==> src/rtl/vga_timing_gen.sv <==
// VGA raster timing generator: H/V counters, pixel-request interface, built-in
// test patterns and a latency-matched output stage for hs/vs/de/rgb.
module vga_timing_gen #(
  parameter int H_SYNC  = 96,
  parameter int H_BACK  = 48,
  parameter int H_VIDEO = 640,
  parameter int H_FRONT = 16,
  parameter int V_SYNC  = 2,
  parameter int V_BACK  = 33,
  parameter int V_VIDEO = 480,
  parameter int V_FRONT = 10,
  parameter int HS_POL  = 0,
  parameter int VS_POL  = 0,
  parameter int PIX_LAT = 1,
  parameter int CNT_W   = 10
) (
  input  logic             clk,
  input  logic             rst,
  input  logic [1:0]       mode,
  input  logic [11:0]      solid_rgb,
  output logic             pix_req,
  output logic [CNT_W-1:0] x,
  output logic [CNT_W-1:0] y,
  input  logic [11:0]      pix_rgb,
  output logic             hs,
  output logic             vs,
  output logic             de,
  output logic             frame_start,
  output logic [3:0]       r,
  output logic [3:0]       g,
  output logic [3:0]       b
);

  localparam int H_TOTAL = H_SYNC + H_BACK + H_VIDEO + H_FRONT;
  localparam int V_TOTAL = V_SYNC + V_BACK + V_VIDEO + V_FRONT;
  localparam int H_START = H_SYNC + H_BACK;
  localparam int V_START = V_SYNC + V_BACK;
  // pipeline word: {mode[17:16], frame_start[15], de[14], vs_raw[13], hs_raw[12], pattern[11:0]}
  localparam int SW = 18;

  localparam logic [CNT_W-1:0] H_LAST  = CNT_W'(H_TOTAL - 1);
  localparam logic [CNT_W-1:0] V_LAST  = CNT_W'(V_TOTAL - 1);
  localparam logic [CNT_W-1:0] H_OFS   = CNT_W'(H_START);
  localparam logic [CNT_W-1:0] V_OFS   = CNT_W'(V_START);
  localparam logic [CNT_W-1:0] CNT_ONE = CNT_W'(1);
  // one extra bit so a visible window ending exactly at 2**CNT_W still compares correctly
  localparam logic [CNT_W:0] H_SYNC_END = (CNT_W+1)'(H_SYNC);
  localparam logic [CNT_W:0] V_SYNC_END = (CNT_W+1)'(V_SYNC);
  localparam logic [CNT_W:0] H_VIS_LO   = (CNT_W+1)'(H_START);
  localparam logic [CNT_W:0] H_VIS_HI   = (CNT_W+1)'(H_START + H_VIDEO);
  localparam logic [CNT_W:0] V_VIS_LO   = (CNT_W+1)'(V_START);
  localparam logic [CNT_W:0] V_VIS_HI   = (CNT_W+1)'(V_START + V_VIDEO);
  localparam logic HS_ACT = (HS_POL != 0);
  localparam logic VS_ACT = (VS_POL != 0);

  function automatic logic [11:0] bar_colour(input logic [2:0] idx);
    logic [11:0] c;
    case (idx)
      3'd0:    c = 12'hFFF;
      3'd1:    c = 12'hFF0;
      3'd2:    c = 12'h0FF;
      3'd3:    c = 12'h0F0;
      3'd4:    c = 12'hF0F;
      3'd5:    c = 12'hF00;
      3'd6:    c = 12'h00F;
      default: c = 12'h000;
    endcase
    return c;
  endfunction

  logic [CNT_W-1:0] hcnt;
  logic [CNT_W-1:0] vcnt;
  logic [1:0]       mode_q;
  logic             hs_raw;
  logic             vs_raw;
  logic             h_vis;
  logic             v_vis;
  logic             at_origin;
  logic [CNT_W+2:0] x8;
  logic [2:0]       bar;
  logic [11:0]      pat;
  logic [SW-1:0]    stage0;
  logic [SW-1:0]    tap;
  logic [11:0]      rgb_next;

  // raster counters: vcnt steps only when hcnt wraps
  always_ff @(posedge clk) begin
    if (rst) begin
      hcnt <= '0;
      vcnt <= '0;
    end else if (hcnt == H_LAST) begin
      hcnt <= '0;
      vcnt <= (vcnt == V_LAST) ? '0 : vcnt + CNT_ONE;
    end else begin
      hcnt <= hcnt + CNT_ONE;
    end
  end

  // mode is only sampled at the frame origin so a frame never mixes sources
  always_ff @(posedge clk) begin
    if (rst) begin
      mode_q <= 2'd0;
    end else if (at_origin) begin
      mode_q <= mode;
    end else begin
      mode_q <= mode_q;
    end
  end

  // sync, visibility and request coordinates straight from the counters
  always_comb begin
    at_origin = (hcnt == '0) && (vcnt == '0);
    hs_raw    = {1'b0, hcnt} < H_SYNC_END;
    vs_raw    = {1'b0, vcnt} < V_SYNC_END;
    h_vis     = ({1'b0, hcnt} >= H_VIS_LO) && ({1'b0, hcnt} < H_VIS_HI);
    v_vis     = ({1'b0, vcnt} >= V_VIS_LO) && ({1'b0, vcnt} < V_VIS_HI);
    pix_req   = h_vis && v_vis;
    if (pix_req) begin
      x = hcnt - H_OFS;
      y = vcnt - V_OFS;
    end else begin
      x = '0;
      y = '0;
    end
  end

  // bar index = number of thresholds k*H_VIDEO/8 that x has reached
  always_comb begin
    x8  = {x, 3'b000};
    bar = 3'd0;
    for (int k = 1; k < 8; k++) begin
      bar = bar + ((x8 >= (CNT_W+3)'(k * H_VIDEO)) ? 3'd1 : 3'd0);
    end
    case (mode_q)
      2'd1:    pat = solid_rgb;
      2'd2:    pat = bar_colour(bar);
      2'd3:    pat = (x[3] ^ y[3]) ? 12'hFFF : 12'h000;
      default: pat = 12'h000;
    endcase
    stage0 = {mode_q, at_origin, pix_req, vs_raw, hs_raw, pat};
  end

  if (PIX_LAT == 0) begin : g_nolat
    assign tap = stage0;
  end else begin : g_lat
    logic [SW-1:0] dly [PIX_LAT];

    // delay line matching the upstream source latency
    always_ff @(posedge clk) begin
      if (rst) begin
        for (int i = 0; i < PIX_LAT; i++) dly[i] <= '0;
      end else begin
        dly[0] <= stage0;
        for (int i = 1; i < PIX_LAT; i++) dly[i] <= dly[i-1];
      end
    end
    assign tap = dly[PIX_LAT-1];
  end

  // blanking always forces black; external mode takes the source colour arriving now
  always_comb begin
    if (!tap[14]) begin
      rgb_next = 12'h000;
    end else if (tap[17:16] == 2'd0) begin
      rgb_next = pix_rgb;
    end else begin
      rgb_next = tap[11:0];
    end
  end

  // output register stage
  always_ff @(posedge clk) begin
    if (rst) begin
      hs          <= ~HS_ACT;
      vs          <= ~VS_ACT;
      de          <= 1'b0;
      frame_start <= 1'b0;
      r           <= 4'h0;
      g           <= 4'h0;
      b           <= 4'h0;
    end else begin
      hs          <= tap[12] ? HS_ACT : ~HS_ACT;
      vs          <= tap[13] ? VS_ACT : ~VS_ACT;
      de          <= tap[14];
      frame_start <= tap[15];
      r           <= rgb_next[11:8];
      g           <= rgb_next[7:4];
      b           <= rgb_next[3:0];
    end
  end

endmodule

==> config.mk <==
export PLATFORM = sky130hd
export DESIGN_NAME = vga_timing_gen
export DESIGN_NICKNAME = d
export VERILOG_FILES = /design/src/rtl/vga_timing_gen.sv
export SDC_FILE = /design/constraint.sdc
export NUM_CORES = 1
export LEC_CHECK = 0
export CAP_MARGIN = 25
export CORE_UTILIZATION = 45
export CTS_CLUSTER_DIAMETER = 40
export CTS_CLUSTER_SIZE = 28
export DETAILED_ROUTE_END_ITERATION = 8
export GPL_TIMING_DRIVEN = 1
export PLACE_DENSITY = 0.73
export SLEW_MARGIN = 20
export SYNTH_ARGS = -nofsm -noshare
export SYNTH_HDL_FRONTEND = slang
export SYNTH_SLANG_ARGS = --single-unit
==> constraint.sdc <==
create_clock -name clk -period 9.82 [get_ports clk]
set_input_delay 1.964 -clock clk [delete_from_list [all_inputs] [get_ports clk]]
set_output_delay 1.964 -clock clk [all_outputs]
set_load 0.01 [all_outputs]
Yosys cells after proc, flatten, opt, wreduce, memory -nomap -nowiden
Memories as Yosys holds them, arrays and structs flattened.
Index checks and enable logic that the tools add are counted.
{ "totals": {"ramBits": 18, "rom_bits": 0, "output_inout_bits": 37, "regBits": 38, "mem_count": 1, "in_bits": 28, "latch_bits": 0} }
{ "memory_table": {"columns": ["name", "words", "width", "read_ports", "rd_clocked_by_memory_dff", "wr", "line", "text"], "rows": [
  ["g_lat.dly", 1, 18, 1, 0, 1, "146", "logic [SW-1:0] dly [PIX_LAT];"]
]} }
{ "classes": {"n_eq_ne": 11, "n_mul": 0, "div": 0, "addsub": 10, "n_bitwise": 2, "n_reduce_logical": 11, "magnitude_cmp": 13, "muxes": 21, "shift": 0} }
{ "ops": {"columns": ["cell", "count"], "rows": [
  ["$pmux 12 s7", 1],
  ["$ge 13x12->1 const B", 3],
  ["$pmux 12 s3", 1],
  ["$mux 10", 3],
  ["$ge 13x11->1 const B", 2],
  ["$mux 12", 2],
  ["$add 10x1->10 const B", 2],
  ["$eq 10x10->1 const B", 2],
  ["$logic_not 10->1", 2],
  ["$lt 10x10->1 const B", 2],
  ["$mux 18", 1],
  ["$reduce_or 18->1", 1],
  ["$ge 13x10->1 const B", 1],
  ["$ge 13x13->1 const B", 1],
  ["$mux 1", 13],
  ["$add 3x1->3", 4],
  ["$ge 10x6->1 const B", 1],
  ["$ge 10x8->1 const B", 1],
  ["$lt 10x2->1 const B", 1],
  ["$lt 10x7->1 const B", 1],
  ["$sub 10x6->10 const B", 1],
  ["$sub 10x8->10 const B", 1],
  ["$eq 3x3->1 const B", 3],
  ["$eq 3x2->1 const B", 2],
  ["11 further kinds", 16]
]} }

Logic depth before layout (Yosys ltp)
Gate-level depths: netlist of the first run.
{ "depth": {"depth_word": 16, "mapped_depth": 17, "depth_no_buf": 16} }

Worst setup path after synthesis of the first run
OpenSTA, ideal clock, no wires.
{ "synth_path": {"kind": "register to register", "start": "register hcnt[0]", "end": "memory g_lat.dly[0][11]", "path_buffers": 0, "setup_ns": 0.132, "t_required_ns": 9.688, "synth_period_minus_slack_ns": 4.116, "arrival_ns": 3.984, "path_slack_ns": 5.704, "path_stages_with_launch": 17, "path_cell_list": "dfxtp_1 > inv_1 > ha_1 > or3b_4 > or3_1 > a32oi_1 > nand3_1 > inv_2 > o21ai_0 > fa_1 > fa_1 > inv_1 > fa_1 > inv_1 > fa_1 > nand2_1 > a31oi_1"} }
{ "synth_between": {"elab_chain_len": 16, "elab_cells_between_ends": 39} }
{ "synth_lines": {"columns": ["item", "line", "text"], "rows": [
  ["from (decl)", "71", "logic [CNT_W-1:0] hcnt;"],
  ["from (signal assigned)", "95", "hcnt <= hcnt + CNT_ONE;"],
  ["$ge 10x8->1 / $lt 10x10->1 (equally long branches)", "115", "h_vis = ({1'b0, hcnt} >= H_VIS_LO) && ({1'b0, hcnt} < H_VIS_HI);"],
  ["$logic_and 1x1->1 (*)", "115", null],
  ["$logic_and 1x1->1 (*)", "117", "pix_req = h_vis && v_vis;"],
  ["net pix_req", "21", "output logic pix_req,"],
  ["$mux 10", "118", "if (pix_req) begin"],
  ["$ge 13x10->1 / $ge 13x11->1 (equally long branches)", "132", "bar = bar + ((x8 >= (CNT_W+3)'(k * H_VIDEO)) ? 3'd1 : 3'd0);"],
  ["$mux 1", "132", null],
  ["$add 1x1->2", "132", null],
  ["$add 2x1->3", "132", null],
  ["$add 3x1->3 (4 in a row)", "132", null],
  ["$eq 3x3->1 (tied with other cells)", "58", "case (idx)"],
  ["$pmux 12 s7", "58", null],
  ["$pmux 12 s3 (*)", "134", "case (mode_q)"],
  ["$mux 18 (no source line) (*)", null, null],
  ["to (decl)", "146", null]
]} }
Mark *: on every way through the listed nets, which the timed path passes. The rest lies on a longest branch.

Worst setup path after layout of the first run
{ "layout_path": {"start": "register hcnt[0]", "end": "output port x[2]"} }
{ "layout_between": {"elab_chain_len": 4, "elab_cells_between_ends": 6} }
{ "layout_lines": {"columns": ["item", "line", "text"], "rows": [
  ["$ge 10x8->1 / $lt 10x10->1 (equally long branches)", "115", null],
  ["$logic_and 1x1->1", "115", null],
  ["$logic_and 1x1->1", "117", null],
  ["$mux 10 (*)", "118", null],
  ["to (decl)", "22", "output logic [CNT_W-1:0] x,"]
]} }
Every way passes the cells marked *; elsewhere a longest branch is shown, timed or not.

==> impl_metrics.tcl, run 1 <==
set metrics [dict create \
    outcome "finished, final reports clean" \
    worstSetupStartpointType "flip-flop" \
    fp.dieW_um 80.85 \
    io_buffers 64 \
    crit_buf_inv 3 \
    cp.arrival_ps 3560 \
    finalNetCount 426 \
    total_power_mw 0.4051 \
    cts_buffer_depth 2 \
    finalCritPeriodShare 0.5628 \
    postRouteAntennaNets 0 \
    synth_nets 376 \
    grt_max_degree 22 \
    finalWirelength_um 6019 \
    place.gp.congestion 0.8401 \
    post-cts-setup-buffers 0 \
    setup.worst_path.end_class "output port" \
    dieArea_um2 6537 \
    die_y_um 80.85 \
    drtPass1Iterations 4 \
    vias 2360 \
    antenna_found_initial 0 \
    synth_edf_count 0 \
    final_layout_size_suffix_gt1_frac 0.04910 \
    post_drt_via_cell_ratio 5.108 \
    hold_ws_ps 389.1 \
    ioPinCount 65 \
    clkPwrFrac 0.315 \
    crit_family "simple AND/OR/NAND/NOR gates" \
    h-tree-depth 2 \
    relSlewSlack 0.4387 \
    layout_min_cycle_time_ps 5527 \
    grt_pass1_wl_um 9591 \
    overflow 0 \
    yosysMostFrequentCell "dfxtp_1" \
    antennaDiodeCount 0 \
    switching_share 0.2418 \
    skew_ps 4.704 \
    fp.coreArea_um2 5956 \
    yosys-top-cells-area "dfxtp_1 (40%), nor2_1 (6.0%), nand2_1 (5.4%)" \
    syn_avg_cell_area_um2 8.326 \
    syn_area_um2 2798 \
    cts_resized 0 \
    finalSetupTns_ps 0 \
    grtUsageTotal 0.1911 \
    slowest_delay_ps 630 \
    synth-seq-cells 56 \
    place_hpwl_um 4417 \
    postLayoutCoreUtil 0.5922 \
    p_sw_mw 0.09795 \
    synth_top_area_share 0.4007 \
    p_seq_frac 0.588 \
    n_fill_cell 537 \
    area_growth_pct 26.07 \
    cts_tree "done" \
    start_util 0.4697 \
    wl_per_cell_um 13.03 \
    synth_seq_area_share 0.4007 \
    final_max_slew_viol_count 0 \
    final-hold-violation-count 0 \
    drc 0 \
    cts_sinks 56 \
    insertion_delay_ps 310 \
    rsz0062_at_grt "no" \
    critPathMaxFanout 21 \
    cts_root_buf "clkbuf_8" \
    cap_violations 0 \
    cp_cell_sequence "inv_1 -> ha_1 -> or3b_4 -> or3_1 -> a32oi_1 -> nand3_1 -> inv_2 -> and2_1 -> clkdlybuf4s50_1" \
    synth_commonest_cells "dfxtp_1 (56), nor2_1 (45), nand2_1 (40)" \
    synth_warnings 0 \
    worst_pin_slew_ps 839.6 \
    grt_pass1_vias 2081 \
    syn_inst 336 \
    synthDistinctLibCells 45 \
    vdd_drop_max_v 0.00005831 \
    drtIter0Drc 98 \
    cts_buffers 5 \
    async_flop_share 0 \
    clk_pin_slew_worst_paths_ps 100 \
    setup_viol_count_final 0 \
    power_density_nw_per_um2 114.9 \
    worst-setup-path-type "flip-flop to output port" \
    placed_cells 454 \
    fmax_mhz 180.9 \
    p_int_mw 0.3072 \
    leakagePower_nw 1.373 \
    synth_ff_type "dfxtp_1" \
    num_rows 28 \
    combPwrFrac 0.097 \
    yosysTopAreaCell "dfxtp_1" \
    hold_buffers 0 \
    instances_no_fill 462 \
    hold_class "flip-flop to flip-flop" \
    crit_required_ps 7860 \
    cp_slowest_cell "nand3_1" \
]
==> logic make-up after synthesis <==
family | count (synthesis) | share of synthesized area
AOI/OAI and AO/OA | 48 | 0.1051
and+or+nand+nor | 157 | 0.2826
muxes | 3 | 0.01118
adders and majority gates | 12 | 0.06440
DFF | 56 | 0.4007
xor gates and xnor gates | 28 | 0.08765
buffers and inverters | 32 | 0.04830
==> through the flow <==
step	worst slack, ps	cell area, um^2
floorplan	5704	2798
global placement	4720	3438
detailed placement	4622	3438
CTS	4250	3527
global route	3955	3527
finish	4293	3527
==> cell type report <==
cell class                      count  area, um^2  share of cell area
Multi-Input combinational cell    248        1541              0.4370
Sequential cell                    56        1121              0.3178
Timing Repair Buffer               64       640.6              0.1816
Tap cell                           75       93.84             0.02661
Clock buffer                        6       72.57             0.02057
Inverter                           11       41.29             0.01171
Clock inverter                      2       16.27            0.004612
==> worst paths after layout <==
path                     from         endpoint  slack, ps  depth (start not counted)
max reg2reg           hcnt[0]  g_lat.dly[0][9]       4710                         16
min reg2reg  g_lat.dly[0][13]               vs        390                          1
max                   hcnt[0]             x[2]       4290                          9
min          g_lat.dly[0][13]               vs        390                          1
==> cell usage in the layout (no fill, tap or decap), drive strengths merged, types with 2 or more instances in the layout <==
cell / n
nand4: 5
or3: 5
nor2: 45
mux2i: 2
dfxtp: 56
a21oi: 19
nor3: 7
and3: 4
and2: 5
or2: 3
a31oi: 13
or4: 2
clkbuf: 6
o21ai: 5
nor2b: 4
ha: 8
nand3: 11
nand2: 40
clkdlybuf4s50: 64
inv: 11
xnor2: 16
o21a: 2
xor2: 12
nor4b: 2
nand2b: 19
fa: 4
nor4: 3
==> registers in the layout, summed over array words and instances (netlist names) <==
register and flops:
b 4, de 1, frame_start 1, g 4, g_lat.dly 18, hcnt 10, hs 1, mode_q 2
r 4, vcnt 10, vs 1
==> power groups by stage <==
stage / sequential, mW / clock, mW / combinational [mW]
final: 0.238 / 0.128 / 0.0392
after global routing: 0.240 / 0.142 / 0.0436
after CTS: 0.238 / 0.131 / 0.0395
after detailed placement: 0.244 / 0 / 0.0392
after global placement: 0.243 / 0 / 0.0387
after floorplan: 0.242 / 0 / 0.0235
==> per-layer routing <==
| layer | wire [um] | GRT usage | vias up |
|---|---|---|---|
| li1 | - | - | 1216 |
| met1 | 2946 | 0.2429 | 1066 |
| met2 | 2684 | 0.3193 | 69 |
| met3 | 317 | 0.04494 | 9 |
| met4 | 71 | 0.05893 | 0 |
| met5 | 0 | 0 | - |
(Power assumes the default switching activity.)
==> run 2: changes to the inputs <==
- PLACE_DENSITY: 0.73 -> 0.76
- clock period: 9.82 -> 4.7 ns (I/O delays scaled with it)
==> impl_metrics.tcl, run 2 (same netlist as run 1, synthesis figures left out) <==
set metrics [dict create \
    outcome "finished, final reports clean" \
    instances_no_fill 464 \
    largest_reg_flops 18 \
    ioPinCount 65 \
    worstSetupStartpointType "flip-flop" \
    grt_pass1_wl_um 9494 \
    finalCritPeriodShare 0.9203 \
    cts_buffers 5 \
    wl_per_cell_um 12.68 \
    crit_buf_inv 4 \
    cp_cell_sequence "inv_1 -> ha_1 -> or3b_4 -> or3_1 -> a32oi_1 -> nand3_1 -> inv_2 -> o21ai_0 -> fa_1 -> fa_1 -> inv_1 -> fa_1 -> inv_1 -> fa_1 -> nand2_1 -> a31oi_1" \
    num_rows 28 \
    drtIter0Drc 45 \
    setup_viol_count_final 0 \
    cts_sinks 56 \
    start_util 0.4697 \
    regArea_um2 1121 \
    slowest_delay_ps 540 \
    dieArea_um2 6537 \
    cts_buffer_depth 2 \
    vias 2367 \
    top_register "g_lat.dly" \
    finalNetCount 428 \
    antennaDiodeCount 0 \
    finalWirelength_um 5882 \
    h-tree-depth 2 \
    cap_violations 0 \
    place_hpwl_um 4347 \
    mostFrequentLayoutCells "clkdlybuf4s50_1 (64), dfxtp_1 (56), nor2_1 (45), nand2_1 (40)" \
    setup.worst_path.end_class "flip-flop" \
    final_layout_size_suffix_gt1_frac 0.05656 \
    hold_class "flip-flop to flip-flop" \
    relSlewSlack 0.4197 \
    layout_min_cycle_time_ps 4326 \
    antenna_found_initial 0 \
    crit_required_ps 4860 \
    worst-setup-path-type "flip-flop to flip-flop" \
    cts_tree "done" \
    skew_ps 9.081 \
    insertion_delay_ps 300 \
    fmax_mhz 231.2 \
    fp.dieW_um 80.85 \
    postRouteAntennaNets 0 \
    grtUsageTotal 0.1866 \
    placed_cells 456 \
    io_buffers 64 \
    postLayoutCoreUtil 0.5960 \
    die_y_um 80.85 \
    fp.coreArea_um2 5956 \
    crit_path_frequent_cell "fa_1" \
    cp_slowest_cell "fa_1" \
    reg.largest.list "g_lat.dly (18), hcnt (10), vcnt (10)" \
    critPathMaxFanout 9 \
    worst_pin_slew_ps 862.5 \
    vdd_drop_max_v 0.0001149 \
    cts_root_buf "clkbuf_8" \
    layout_commonest_cell "clkdlybuf4s50_1" \
    grt_pass1_vias 2173 \
    final-hold-violation-count 0 \
    place.gp.congestion 0.8478 \
    drc 0 \
    finalSetupTns_ps 0 \
    leakagePower_nw 1.392 \
    grt_max_degree 21 \
    cp.arrival_ps 4490 \
    post_drt_via_cell_ratio 5.101 \
    power_density_nw_per_um2 236.1 \
    rsz0062_at_grt "no" \
    drtPass1Iterations 4 \
    multi_input_area_um2 1549 \
    final_max_slew_viol_count 0 \
    crit_family "adder cells" \
    overflow 0 \
    clk_pin_slew_worst_paths_ps 100 \
    n_fill_cell 554 \
    area_growth_pct 26.88 \
]
-- run 2: area by class of cell --
class | instances | area share
multi-input combinational | 248 | 0.4364
sequential | 56 | 0.3158
timing repair buffer | 66 | 0.1847
tap | 75 | 0.02644
clock buffer | 6 | 0.02044
inverter | 11 | 0.01163
clock inverter | 2 | 0.004582
-- run 2: worst paths after layout --
path	startpoint	endpoint	slack [ps]	cells past startpoint
max reg2reg	hcnt[0]	g_lat.dly[0][8]	370	16
max	hcnt[0]	g_lat.dly[0][8]	370	16
min reg2reg	g_lat.dly[0][13]	vs	390	1
min	g_lat.dly[0][13]	vs	390	1
-- run 2: stage by stage --
step / hold slack (ps) / setup WS [ps] / total power, mW / cell area, um^2
after global placement: 357.8 / 510.6 / 0.5888 / 3453
final: 391.2 / 374.5 / 0.8382 / 3550
after floorplan: 355.9 / 583.9 / 0.5554 / 2798
after global routing: 412.9 / 17.31 / 0.8766 / 3550
after CTS: 398.8 / 354.1 / 0.8492 / 3542
after detailed placement: 375.1 / 370.7 / 0.5902 / 3453
-- run 2: routing by layer --
metal,share of wire,up-vias,GRT usage
met5,0,-,0
met4,0.0087,0,0.05536
met3,0.065,6,0.04157
met2,0.47,65,0.3311
met1,0.46,1077,0.2234
li1,-,1219,-
-- run 2: where the power goes --
group,leakage (nW),switching (mW),total [mW],internal (mW)
combinational,0.895,0.0347,0.0808,0.0461
sequential,0.455,0.00866,0.498,0.489
clock,0.0414,0.153,0.260,0.106
total,1.39,0.197,0.838,0.642
-- run 2: repair_timing --
item                       in CTS  in global routing
gates resized for setup         0                  1
setup endpoints to repair       0                  1
buffers inserted                0                  0
hold buffers                    0                  0
==> run 3: changes to the inputs <==
- ABC_CLOCK_PERIOD_IN_PS: unset -> 4700
==> results of run 3 <==
The final DEF is identical to that of run 2; final timing and power are the same.
